[src/rtl/sram_arbiter_if.sv]
// Bundle of the two core-side request ports and the shared single-port sram pins.
// The arbiter takes the slave view; the environment (core + sram) takes the master view.
interface sram_arbiter_if #(
  parameter int ADDR_W = 32,
  parameter int DATA_W = 32
);
  logic              p0_req;
  logic [ADDR_W-1:0] p0_addr;
  logic [DATA_W-1:0] p0_wdata;
  logic [3:0]        p0_b_en;
  logic              p0_w_en;
  logic              p0_gnt;
  logic              p0_rvalid;
  logic [DATA_W-1:0] p0_rdata;
  logic              p0_error;

  logic              p1_req;
  logic [ADDR_W-1:0] p1_addr;
  logic [DATA_W-1:0] p1_wdata;
  logic [3:0]        p1_b_en;
  logic              p1_w_en;
  logic              p1_gnt;
  logic              p1_rvalid;
  logic [DATA_W-1:0] p1_rdata;
  logic              p1_error;

  logic [ADDR_W-1:0] mem_addr;
  logic [DATA_W-1:0] mem_wdata;
  logic [3:0]        mem_b_en;
  logic              mem_w_en;
  logic [DATA_W-1:0] mem_rdata;
  logic              mem_stall;
  logic              mem_error;

  modport slave (
    input  p0_req, p0_addr, p0_wdata, p0_b_en, p0_w_en,
    output p0_gnt, p0_rvalid, p0_rdata, p0_error,
    input  p1_req, p1_addr, p1_wdata, p1_b_en, p1_w_en,
    output p1_gnt, p1_rvalid, p1_rdata, p1_error,
    output mem_addr, mem_wdata, mem_b_en, mem_w_en,
    input  mem_rdata, mem_stall, mem_error
  );

  modport master (
    output p0_req, p0_addr, p0_wdata, p0_b_en, p0_w_en,
    input  p0_gnt, p0_rvalid, p0_rdata, p0_error,
    output p1_req, p1_addr, p1_wdata, p1_b_en, p1_w_en,
    input  p1_gnt, p1_rvalid, p1_rdata, p1_error,
    input  mem_addr, mem_wdata, mem_b_en, mem_w_en,
    output mem_rdata, mem_stall, mem_error
  );
endinterface

[src/rtl/sram_arbiter.sv]
// Round-robin arbiter sharing one single-port sram between instruction fetch (port 0)
// and load/store (port 1); one transaction in flight, grant may overlap the response cycle.
module sram_arbiter #(
  parameter int ADDR_W = 32,
  parameter int DATA_W = 32
) (
  input  logic          gclk,
  input  logic          resetn,
  sram_arbiter_if.slave bus
);
  typedef enum logic [1:0] {IDLE = 2'd0, ISSUE = 2'd1, RESP = 2'd2} state_t;

  state_t            state_q, state_d;
  logic              owner_q, owner_d;
  logic              pref_q, pref_d;
  logic              err_q, err_d;
  logic              zero_q, zero_d;
  logic [ADDR_W-1:0] addr_q, addr_d;
  logic [DATA_W-1:0] wdata_q, wdata_d;
  logic [3:0]        ben_q, ben_d;
  logic              wen_q, wen_d;
  logic              gnt0, gnt1, can_gnt;
  logic              rv0, rv1;
  logic [DATA_W-1:0] resp_data;

  always_comb begin
    state_d = state_q;
    owner_d = owner_q;
    pref_d  = pref_q;
    err_d   = err_q;
    zero_d  = zero_q;
    addr_d  = addr_q;
    wdata_d = wdata_q;
    ben_d   = ben_q;
    wen_d   = wen_q;
    gnt0    = 1'b0;
    gnt1    = 1'b0;
    // pref_q names the port that wins when both ports request
    can_gnt = resetn && (state_q != ISSUE);
    if (can_gnt) begin
      if (bus.p0_req && (!bus.p1_req || !pref_q)) gnt0 = 1'b1;
      else if (bus.p1_req)                        gnt1 = 1'b1;
    end
    case (state_q)
      ISSUE: begin
        if (!bus.mem_stall) begin
          err_d   = bus.mem_error;
          zero_d  = wen_q || (ben_q == 4'h0);
          ben_d   = 4'h0;
          wen_d   = 1'b0;
          state_d = RESP;
        end
      end
      RESP:    state_d = IDLE;
      default: ;
    endcase
    // A grant in RESP starts the next transaction on the same edge the response retires
    if (gnt0 || gnt1) begin
      owner_d = gnt1;
      pref_d  = gnt0;
      addr_d  = gnt1 ? bus.p1_addr  : bus.p0_addr;
      wdata_d = gnt1 ? bus.p1_wdata : bus.p0_wdata;
      ben_d   = gnt1 ? bus.p1_b_en  : bus.p0_b_en;
      wen_d   = gnt1 ? bus.p1_w_en  : bus.p0_w_en;
      state_d = ISSUE;
    end
  end

  always_ff @(posedge gclk or negedge resetn) begin
    if (!resetn) begin
      state_q <= IDLE;
      owner_q <= 1'b0;
      pref_q  <= 1'b0;
      err_q   <= 1'b0;
      zero_q  <= 1'b0;
      addr_q  <= '0;
      wdata_q <= '0;
      ben_q   <= 4'h0;
      wen_q   <= 1'b0;
    end else begin
      state_q <= state_d;
      owner_q <= owner_d;
      pref_q  <= pref_d;
      err_q   <= err_d;
      zero_q  <= zero_d;
      addr_q  <= addr_d;
      wdata_q <= wdata_d;
      ben_q   <= ben_d;
      wen_q   <= wen_d;
    end
  end

  // Writes and empty byte-enable accesses return zero data; errors still pass through
  assign resp_data = zero_q ? '0 : bus.mem_rdata;
  assign rv0       = (state_q == RESP) && !owner_q;
  assign rv1       = (state_q == RESP) && owner_q;

  assign bus.p0_gnt    = gnt0;
  assign bus.p1_gnt    = gnt1;
  assign bus.p0_rvalid = rv0;
  assign bus.p1_rvalid = rv1;
  assign bus.p0_rdata  = rv0 ? resp_data : '0;
  assign bus.p1_rdata  = rv1 ? resp_data : '0;
  assign bus.p0_error  = rv0 && err_q;
  assign bus.p1_error  = rv1 && err_q;

  assign bus.mem_addr  = addr_q;
  assign bus.mem_wdata = wdata_q;
  assign bus.mem_b_en  = ben_q;
  assign bus.mem_w_en  = wen_q;
endmodule

[src/flat_wrapper.sv]
// flat-port wrapper written by rule: the top's interface ports become plain ports
module sram_arbiter_flat 
#(
  parameter int ADDR_W = 32,
  parameter int DATA_W = 32
)
  (gclk, resetn, bus_p0_req, bus_p0_addr, bus_p0_wdata, bus_p0_b_en, bus_p0_w_en, bus_p0_gnt, bus_p0_rvalid, bus_p0_rdata, bus_p0_error, bus_p1_req, bus_p1_addr, bus_p1_wdata, bus_p1_b_en, bus_p1_w_en, bus_p1_gnt, bus_p1_rvalid, bus_p1_rdata, bus_p1_error, bus_mem_addr, bus_mem_wdata, bus_mem_b_en, bus_mem_w_en, bus_mem_rdata, bus_mem_stall, bus_mem_error);
  sram_arbiter_if #(.ADDR_W(ADDR_W), .DATA_W(DATA_W)) bus_i ();
  input  logic gclk;
  input  logic resetn;
  input wire logic [$bits(bus_i.p0_req)-1:0] bus_p0_req;
  input wire logic [$bits(bus_i.p0_addr)-1:0] bus_p0_addr;
  input wire logic [$bits(bus_i.p0_wdata)-1:0] bus_p0_wdata;
  input wire logic [$bits(bus_i.p0_b_en)-1:0] bus_p0_b_en;
  input wire logic [$bits(bus_i.p0_w_en)-1:0] bus_p0_w_en;
  output wire logic [$bits(bus_i.p0_gnt)-1:0] bus_p0_gnt;
  output wire logic [$bits(bus_i.p0_rvalid)-1:0] bus_p0_rvalid;
  output wire logic [$bits(bus_i.p0_rdata)-1:0] bus_p0_rdata;
  output wire logic [$bits(bus_i.p0_error)-1:0] bus_p0_error;
  input wire logic [$bits(bus_i.p1_req)-1:0] bus_p1_req;
  input wire logic [$bits(bus_i.p1_addr)-1:0] bus_p1_addr;
  input wire logic [$bits(bus_i.p1_wdata)-1:0] bus_p1_wdata;
  input wire logic [$bits(bus_i.p1_b_en)-1:0] bus_p1_b_en;
  input wire logic [$bits(bus_i.p1_w_en)-1:0] bus_p1_w_en;
  output wire logic [$bits(bus_i.p1_gnt)-1:0] bus_p1_gnt;
  output wire logic [$bits(bus_i.p1_rvalid)-1:0] bus_p1_rvalid;
  output wire logic [$bits(bus_i.p1_rdata)-1:0] bus_p1_rdata;
  output wire logic [$bits(bus_i.p1_error)-1:0] bus_p1_error;
  output wire logic [$bits(bus_i.mem_addr)-1:0] bus_mem_addr;
  output wire logic [$bits(bus_i.mem_wdata)-1:0] bus_mem_wdata;
  output wire logic [$bits(bus_i.mem_b_en)-1:0] bus_mem_b_en;
  output wire logic [$bits(bus_i.mem_w_en)-1:0] bus_mem_w_en;
  input wire logic [$bits(bus_i.mem_rdata)-1:0] bus_mem_rdata;
  input wire logic [$bits(bus_i.mem_stall)-1:0] bus_mem_stall;
  input wire logic [$bits(bus_i.mem_error)-1:0] bus_mem_error;
  assign bus_i.p0_req = bus_p0_req;
  assign bus_i.p0_addr = bus_p0_addr;
  assign bus_i.p0_wdata = bus_p0_wdata;
  assign bus_i.p0_b_en = bus_p0_b_en;
  assign bus_i.p0_w_en = bus_p0_w_en;
  assign bus_p0_gnt = bus_i.p0_gnt;
  assign bus_p0_rvalid = bus_i.p0_rvalid;
  assign bus_p0_rdata = bus_i.p0_rdata;
  assign bus_p0_error = bus_i.p0_error;
  assign bus_i.p1_req = bus_p1_req;
  assign bus_i.p1_addr = bus_p1_addr;
  assign bus_i.p1_wdata = bus_p1_wdata;
  assign bus_i.p1_b_en = bus_p1_b_en;
  assign bus_i.p1_w_en = bus_p1_w_en;
  assign bus_p1_gnt = bus_i.p1_gnt;
  assign bus_p1_rvalid = bus_i.p1_rvalid;
  assign bus_p1_rdata = bus_i.p1_rdata;
  assign bus_p1_error = bus_i.p1_error;
  assign bus_mem_addr = bus_i.mem_addr;
  assign bus_mem_wdata = bus_i.mem_wdata;
  assign bus_mem_b_en = bus_i.mem_b_en;
  assign bus_mem_w_en = bus_i.mem_w_en;
  assign bus_i.mem_rdata = bus_mem_rdata;
  assign bus_i.mem_stall = bus_mem_stall;
  assign bus_i.mem_error = bus_mem_error;
  sram_arbiter #(.ADDR_W(ADDR_W), .DATA_W(DATA_W)) u_core (.gclk(gclk), .resetn(resetn), .bus(bus_i));
endmodule
[config.mk]
export PLATFORM = sky130hd
export DESIGN_NAME = sram_arbiter_flat
export DESIGN_NICKNAME = d
export VERILOG_FILES = /design/src/rtl/sram_arbiter_if.sv /design/src/rtl/sram_arbiter.sv /design/src/flat_wrapper.sv
export SDC_FILE = /design/constraint.sdc
export NUM_CORES = 1
export LEC_CHECK = 0
export BUFFER_PORTS_ARGS = -buffer_cell sky130_fd_sc_hd__buf_2
export CAP_MARGIN = 40
export CORE_AREA = 2 2 123 125
export DETAILED_ROUTE_END_ITERATION = 12
export DIE_AREA = 0 0 125 127
export GPL_ROUTABILITY_DRIVEN = 0
export PLACE_DENSITY = 0.7
export SYNTH_ARGS = -nofsm -noshare
export SYNTH_HDL_FRONTEND = slang
export SYNTH_SLANG_ARGS = --single-unit
[constraint.sdc]
create_clock -name gclk -period 3.8 [get_ports gclk]
set_clock_uncertainty 0.05 [all_clocks]
set_input_delay 0.19 -clock gclk [delete_from_list [all_inputs] [get_ports gclk]]
set_output_delay 0.19 -clock gclk [all_outputs]
set_load 0.05 [all_outputs]
=== Yosys cells after proc, flatten, opt, wreduce, memory -nomap -nowiden ===
Cells that the tools add are included.

* Word-level logic and storage cells: 54
* Register bits after elaboration: 75
* Output and inout port bits: 139
* Bits of input ports: 176

* Reduce and logical (&&, ||, !) cells: 18
* Multiplexer cells: 21
* Bitwise gates (word level): 1
* Equal/unequal tests: 5

{| class="wikitable"
|+ Operator list
! cell !! count
|-
| 2-to-1 mux 32 bit || 5
|-
| 2-to-1 mux 4 bit || 4
|-
| 2-to-1 mux 1 bit || 9
|-
| logical AND 1 bit || 6
|-
| AND reduction 2 bit || 3
|-
| zero test 4 bit || 1
|-
| 2-to-1 mux 2 bit || 2
|-
| != test 2 x 1 -> 1 bit, second input constant || 2
|-
| case mux 2 bit (2 select lines) || 1
|-
| zero test 1 bit || 3
|-
| logical OR 1 bit || 3
|-
| != test 3 x 2 -> 1 bit, second input constant || 1
|-
| nonzero test 3 bit || 1
|-
| == test 2 x 1 -> 1 bit, second input constant || 1
|-
| == test 2 bit, second input constant || 1
|-
| nonzero test 2 bit || 1
|-
| NOT 1 bit || 1
|}

=== Logic depth before layout (Yosys ltp) ===
Gate-level depths: netlist (run 1).

* Depth in word-level cells: 8
* Gate-level depth with buffers: 5
* Mapped depth without buffers: 3

=== Worst setup path before layout (run 1) ===
Ideal clock, no wire load.

* Path type: flip-flop to flip-flop
* Start point: register u_core.state_q[0]
* End point: register u_core.owner_q
* Stages on the path, launching flop included: 6
* Arrival: 2.143 ns
* Setup slack: 1.536 ns
* Buffers on the path: 2
* Clock period less this slack: 2.264 ns
* Cell sequence: dfrtp_1 -> nor2b_1 -> buf_6 -> clkbuf_1 -> nor3_1 -> a21o_1

* Word-level cells in the longest chain between the ends: 4
* Elaborated cells between the ends (all ways): 5
* Those cells by class: 1 x eq/ne; 2 x mux; 2 x reduce/logical

{| class="wikitable"
|+ Ends and longest elaborated chain
! element !! RTL line !! source
|-
| from (decl) || sram_arbiter.sv:13 || <nowiki>state_t state_q, state_d;</nowiki>
|-
| from (signal assigned) || sram_arbiter.sv:81 || <nowiki>state_q <= state_d;</nowiki>
|-
| != test 2 x 1 -> 1 bit * || sram_arbiter.sv:39 || <nowiki>can_gnt = resetn && (state_q != ISSUE);</nowiki>
|-
| logical AND 1 bit * || sram_arbiter.sv:39 ||
|-
| 2-to-1 mux 1 bit * || sram_arbiter.sv:40 || <nowiki>if (can_gnt) begin</nowiki>
|-
| via bus_p1_gnt || flat_wrapper.sv:25 || <nowiki>output wire logic [$bits(bus_i.p1_gnt)-1:0] bus_p1_gnt;</nowiki>
|-
| logical OR 1 bit || sram_arbiter.sv:58 || <nowiki>if (gnt0 || gnt1) begin</nowiki>
|-
| to (signal assigned) || sram_arbiter.sv:82 || <nowiki>owner_q <= owner_d;</nowiki>
|-
| to (decl) || sram_arbiter.sv:14 || <nowiki>logic owner_q, owner_d;</nowiki>
|}

Mark *: on every way through the listed nets, which the timed path passes. The rest lies on a longest branch.
A chain may end at the register's enable or synchronous reset.

=== Worst setup path in the final report (run 1) ===
* Start point: input resetn
* End point: output bus_p0_gnt

* Word-level cells in the longest chain between the ends: 2

{| class="wikitable"
|+ Ends and longest elaborated chain
! element !! RTL line !! source
|-
| from (decl) || flat_wrapper.sv:10 || <nowiki>input logic resetn;</nowiki>
|-
| logical AND 1 bit || sram_arbiter.sv:39 ||
|-
| 2-to-1 mux 1 bit || sram_arbiter.sv:40 ||
|-
| to (decl) || flat_wrapper.sv:16 || <nowiki>output wire logic [$bits(bus_i.p0_gnt)-1:0] bus_p0_gnt;</nowiki>
|}

No other way between the ends.

==> flow_metrics.tcl, run 1 <==
set metrics [dict create \
    period_needed_ns 2.724 \
    synth_seq_cells 75 \
    period_share_pct 71.68 \
    min_from "bus_mem_error" \
    rrSetupSlack_ns 1.80 \
    holdPathStages 3 \
    synth_fp_nets 564 \
    vias 4434 \
    synth.distinct_cells 24 \
    antenna_left 0 \
    end_kind "output port" \
    track_usage_pct 18.91 \
    post-cts-setup-buffers 0 \
    hold_path_class "input port to flop" \
    area_growth_pct 49.49 \
    dr.pass1.iters 4 \
    irDropWorstVdd_mv 0.4931 \
    cp-start-kind "input port" \
    worstRegToRegCells 4 \
    core_sq_um 14420 \
    dp_hpwl_um 11260 \
    reg2reg_from "u_core.pref_q$_DFFE_PN0P_" \
    async_reset_ff_share_pct 100.0 \
    nets 853 \
    start_util_pct 27.98 \
    yosysWarnings 0 \
    crit_family "buffers and inverters" \
    cp_cell_sequence "dlygate4sd3_1, buf_4, buf_4, nand2_1, a211oi_4, buf_4, buf_2" \
    row_count 44 \
    cp_max_fo 46 \
    cp_common_cell "buf_4" \
    viasPerCell 5.114 \
    worst_ep_required_time_ns 3.56 \
    post-route-util_pct 41.82 \
    final_common_cell "buf_2" \
    cp_data_arrival_time_ns 2.48 \
    worstHoldEndpoint "u_core.err_q$_DFFE_PN0P_" \
    mostFrequentLayoutCells "buf_2, dfrtp_1, nor4b_1, a221o_1, nor2_1" \
    power_w 0.005341 \
    clkSinkCount 75 \
    grt.overflow.total 0 \
    final-max-slew-violation-count 0 \
    power.density_nw_per_um2 885.4 \
    route.detailed.drc 0 \
    die_width_um 125 \
    yosysSeqAreaShare_pct 46.51 \
    relSlewSlack_pct 43.92 \
    cts_tree "done" \
    slowest_delay_ns 0.53 \
    rsz0062_at_grt "no" \
    drt_iter0_drc 264 \
    p_leak_nw 3.043 \
    synth-edff-count 0 \
    fin_tns_setup_ns 0 \
    die_area_sq_um 15880 \
    max_freq_mhz 367.1 \
    wl_per_cell_um 17.99 \
    synth_area_sq_um 4035 \
    wl_um 15600 \
    num_io_pins 315 \
    cts_root_buf "clkbuf_16" \
    path_buf_inv 5 \
    synth_ff_type "dfrtp_1" \
    htreeDepth 3 \
    cap_violations 0 \
    setup_viol_count_final 0 \
    critPathKind "input port to output port" \
    final_layout_size_suffix_gt1_share_pct 50.44 \
    grt_max_degree 72 \
    antenna_found_initial 1 \
    tightest_slew_ns 0.8382 \
    grt_first_pass_wirelength_um 23900 \
    insertion_delay_ns 0.32 \
    r2r_end "u_core.bus.mem_addr[21]$_DFFE_PN0P_" \
    syn_inst 388 \
    outcome "completed" \
    hold_slack_ns 0.04089 \
    cts.clk_slew.worst_paths_ns 0.06 \
    die-height_um 127 \
    synth_area_per_cell_sq_um 10.40 \
    finalHoldViolations 0 \
    port_buffers 314 \
    grt_pass1_vias 4361 \
    cp_slowest_cell "dlygate4sd3_1" \
    clock_path_buffers 2 \
    cts_made_buffers 9 \
]
metrics by stage:
stage	area, sq um	worst slack, ns	std cells
floorplan	4035	1.536	388
global placement	5694	1.620	847
detailed placement	5724	1.583	849
CTS	6030	1.031	866
global route	6030	0.9024	866
finish	6032	1.076	867
synthesized netlist by cell type (all sizes together), types with 2 or more instances:
| cell type | n | area share (%) |
|---|---|---|
| dfrtp | 75 | 47 |
| a221o | 69 | 17 |
| nor4b | 69 | 15 |
| nor2 | 68 | 6.3 |
| clkbuf | 36 | 3.3 |
| nand2b | 34 | 5.3 |
| buf | 11 | 2.6 |
| nand2 | 4 | 0.37 |
| o21ai | 4 | 0.50 |
| inv | 3 | 0.28 |
| nand3 | 2 | 0.25 |
| nor2b | 2 | 0.31 |
worst max path at each step:
stage                                  start                    endpoint  depth (start not counted)
6_report                              resetn                  bus_p0_gnt                          7
5_1_grt                               resetn                  bus_p0_gnt                          7
4_1_cts                               resetn                  bus_p0_gnt                          7
3_5_place_dp                          resetn                  bus_p0_gnt                          6
3_3_place_gp                          resetn                  bus_p0_gnt                          6
2_1_floorplan  u_core.state_q[0]$_DFFE_PN0P_  u_core.owner_q$_DFFE_PN0P_                          5
cell type report:
cell class              count  area [sq um]
diodes                      1         2.502
clock buffers              11         242.7
clock inverters             5         52.55
fillers                  1475          8392
inverters                   3         11.26
multi-input cells         263          1929
flip-flops and latches     75          1877
well taps                 184         230.2
repair buffers            325          1687
state kept, by name, indices dropped and copies added, names as in the netlist:
name                  flops
u_core.owner_q            1
u_core.err_q              1
u_core.bus.mem_b_en       4
u_core.bus.mem_w_en       1
u_core.zero_q             1
u_core.bus.mem_addr      32
u_core.state_q            2
u_core.pref_q             1
u_core.bus.mem_wdata     32
repair_timing:
action | 4_1_cts | 5_1_grt
hold buffers | 1 | 0
gates resized for setup | 0 | 0
endpoints found under the hold margin | 75 | 0
kinds of logic (layout without fill, tap and decap cells):
group / Yosys count / count (layout) / synth area share (%)
AND/OR/NAND/NOR: 186 / 186 / 28.68
AO/OA/AOI/OAI: 77 / 77 / 18.57
flip-flops: 75 / 75 / 46.51
buffers and inverters: 50 / 344 / 6.233
other: 0 / 1 / 0
per-layer routing:
layer	wire (um)	GRT usage (%)	vias to the layer above
li1	-	-	2077
met4	353	6.209	0
met3	1182	4.983	20
met5	0	0	-
met1	6244	22.47	2117
met2	7816	33.41	220
where the power goes:
group / switching, W / internal (W)
Clock: 0.000321 / 0.000523
Combinational: 0.00223 / 0.000806
Sequential: 0.000277 / 0.00119
worst register-to-register path, cell delays in order (launching register included):
cell and delay [ns]:
dfrtp_1 0.45, nor2b_4 0.68, buf_12 0.31, nor4b_1 0.11, a221o_1 0.29
No activity file was read; power rests on OpenSTA's default activity.
==> inputs of run 2 (changes only) <==
==> constraint.sdc (replaced) <==
create_clock -name gclk -period 2.8 [get_ports gclk]
set_clock_uncertainty 0.05 [all_clocks]
set_input_delay 0.14 -clock gclk [delete_from_list [all_inputs] [get_ports gclk]]
set_output_delay 0.14 -clock gclk [all_outputs]
set_load 0.05 [all_outputs]
==> run 2 against run 1 <==
Sequential power grew 36%. Die area is the same. Largest cell class is now non-clock buffers. Critical endpoint is now bus_p0_rdata[26]. Non-clock buffer count is 69 higher.
==> flow_metrics.tcl, run 2 (same netlist as run 1, synthesis figures left out) <==
set metrics [dict create \
    place_ws_ns 0.9071 \
    reg2reg_from "u_core.state_q[1]$_DFFE_PN0P_" \
    grt.busiest_layer "met2" \
    area_growth_pct 66.14 \
    n_fill_cell 1372 \
    grt_pass1_vias 4914 \
    grt.met1_usage_pct 22.42 \
    hold_path_class "input port to flop" \
    dr.pass1.iters 4 \
    power.density_nw_per_um2 1098 \
    worst_ep_required_time_ns 2.61 \
    swShare_pct 52.93 \
    setup_viol_count_final 0 \
    cts_tree "done" \
    core_sq_um 14420 \
    post-cts-setup-buffers 0 \
    cp-start-kind "flop" \
    antenna_found_initial 2 \
    grt_use_met3_pct 5.779 \
    cp_max_fo 18 \
    slowest_delay_ns 0.64 \
    fin_tns_setup_ns 0 \
    power_frac_clock_pct 15.7 \
    insertion_delay_ns 0.33 \
    route.detailed.drc 0 \
    cts_resized 0 \
    period_needed_ns 2.285 \
    end_kind "output port" \
    timing.final.ws_setup_ns 0.5146 \
    outcome "completed" \
    cp_cell_sequence "or3b_1, buf_6, nor2_1, buf_2" \
    combPwrFrac_pct 57.1 \
    holdPathStages 2 \
    power_w 0.007361 \
    wl_per_cell_um 17.92 \
    clock_path_buffers 2 \
    viasPerCell 5.158 \
    rsz0062_at_grt "no" \
    cts.clk_slew.worst_paths_ns 0.06 \
    antenna_left 0 \
    mostFrequentLayoutCells "buf_2, dfrtp_1, nor4b_1, a221o_1, nor2_1" \
    grt.overflow.total 0 \
    groute.layer.met2.usage_pct 36.57 \
    r2r_end "u_core.bus.mem_wdata[8]$_DFFE_PN0P_" \
    final_common_cell "buf_2" \
    cts_made_buffers 9 \
    worstHoldEndpoint "u_core.bus.mem_wdata[5]$_DFFE_PN0P_" \
    start_util_pct 27.98 \
    num_io_pins 315 \
    p_leak_nw 3.323 \
    tightest_slew_ns 0.7202 \
    nets 922 \
    cts_root_buf "clkbuf_16" \
    grt_first_pass_wirelength_um 25950 \
    die_area_sq_um 15880 \
    row_count 44 \
    relSlewSlack_pct 51.99 \
    power_switching_w 0.003896 \
    irDropWorstVdd_mv 0.7440 \
    sequentialPowerShare_pct 27.2 \
    rrSetupSlack_ns 0.91 \
    path_buf_inv 2 \
    period_share_pct 81.62 \
    min_from "bus_p0_wdata[5]" \
    multi_input_area_sq_um 1929 \
    cp_slowest_cell "or3b_1" \
    vias 4833 \
    final-max-slew-violation-count 0 \
    port_buffers 314 \
    grt_max_degree 67 \
    critPathKind "flop to output port" \
    p_int_w 0.003465 \
    track_usage_pct 20.46 \
    worstRegToRegCells 4 \
    seq_area_sq_um 1877 \
    cap_violations 0 \
    wl_um 16790 \
    htreeDepth 3 \
    dp_hpwl_um 11370 \
    max_freq_mhz 437.6 \
    cp_data_arrival_time_ns 2.10 \
    die-height_um 127 \
    drt_iter0_drc 254 \
    die_width_um 125 \
    final_layout_size_suffix_gt1_share_pct 46.21 \
    clkSinkCount 75 \
    crit_family "simple AND/OR/NAND/NOR gates" \
    finalHoldViolations 0 \
    post-route-util_pct 46.48 \
]
-- run 2: cell count changes in the layout (fill, tap and decap cells not counted) --
cell,delta
clkbuf_8,-1
clkinv_2,-1
buf_6,+1
buf_8,-2
diode_2,+1
clkinvlp_4,+1
inv_6,+1
buf_4,+4
dlygate4sd3_1,+66
-- run 2: timing repair --
action,in CTS,in global routing
hold buffers,67,0
endpoints found under the hold margin,141,0
endpoints found under the setup margin,0,0
-- run 2: per-stage QoR --
stage	instances	hold WS, ns	instance area, sq um
after detailed placement	852	0.2112	5736
after global placement	851	0.1998	5724
after floorplan	388	-0.2056	4035
after CTS	935	0.006108	6699
final	937	0.01180	6704
after global routing	937	0.01682	6704
-- run 2: final cells by class --
type	instances	area share, %
repair buffers	394	35.18
multi-input cells	263	28.78
flip-flops and latches	75	28.00
well taps	184	3.434
clock buffers	10	3.415
clock inverters	6	0.9518
inverters	3	0.1680
diodes	2	0.07465
-- run 2: worst max-delay path by stage --
| stage | start | to | slack (ns) | cells after the start |
|---|---|---|---|---|
| after floorplan | u_core.state_q[0]$_DFFE_PN0P_ | u_core.owner_q$_DFFE_PN0P_ | 0.54 | 5 |
| after global placement | u_core.state_q[1]$_DFFE_PN0P_ | u_core.bus.mem_w_en$_DFFE_PN0P_ | 0.93 | 4 |
| after detailed placement | u_core.state_q[1]$_DFFE_PN0P_ | bus_p0_rdata[19] | 0.91 | 4 |
| after CTS | u_core.state_q[1]$_DFFE_PN0P_ | bus_p0_rdata[15] | 0.55 | 4 |
| after global routing | u_core.state_q[1]$_DFFE_PN0P_ | bus_p0_rdata[27] | 0.40 | 4 |
| final | u_core.state_q[1]$_DFFE_PN0P_ | bus_p0_rdata[26] | 0.51 | 4 |
-- run 2: per-layer routing --
layer	share of wire, %	up-vias	wire length [um]
li1	-	2210	-
met1	37	2290	6259
met2	51	285	8538
met3	8.1	48	1356
met4	3.8	0	634
met5	0	-	0
-- run 2: power by group through the flow --
stage                     sequential, W  combinational, W  clock (W)
final                           0.00200           0.00420    0.00115
after global routing            0.00207           0.00440    0.00123
after CTS                       0.00199           0.00421    0.00120
after detailed placement        0.00198           0.00414          0
after floorplan                 0.00367           0.00137          0
after global placement          0.00199           0.00411          0
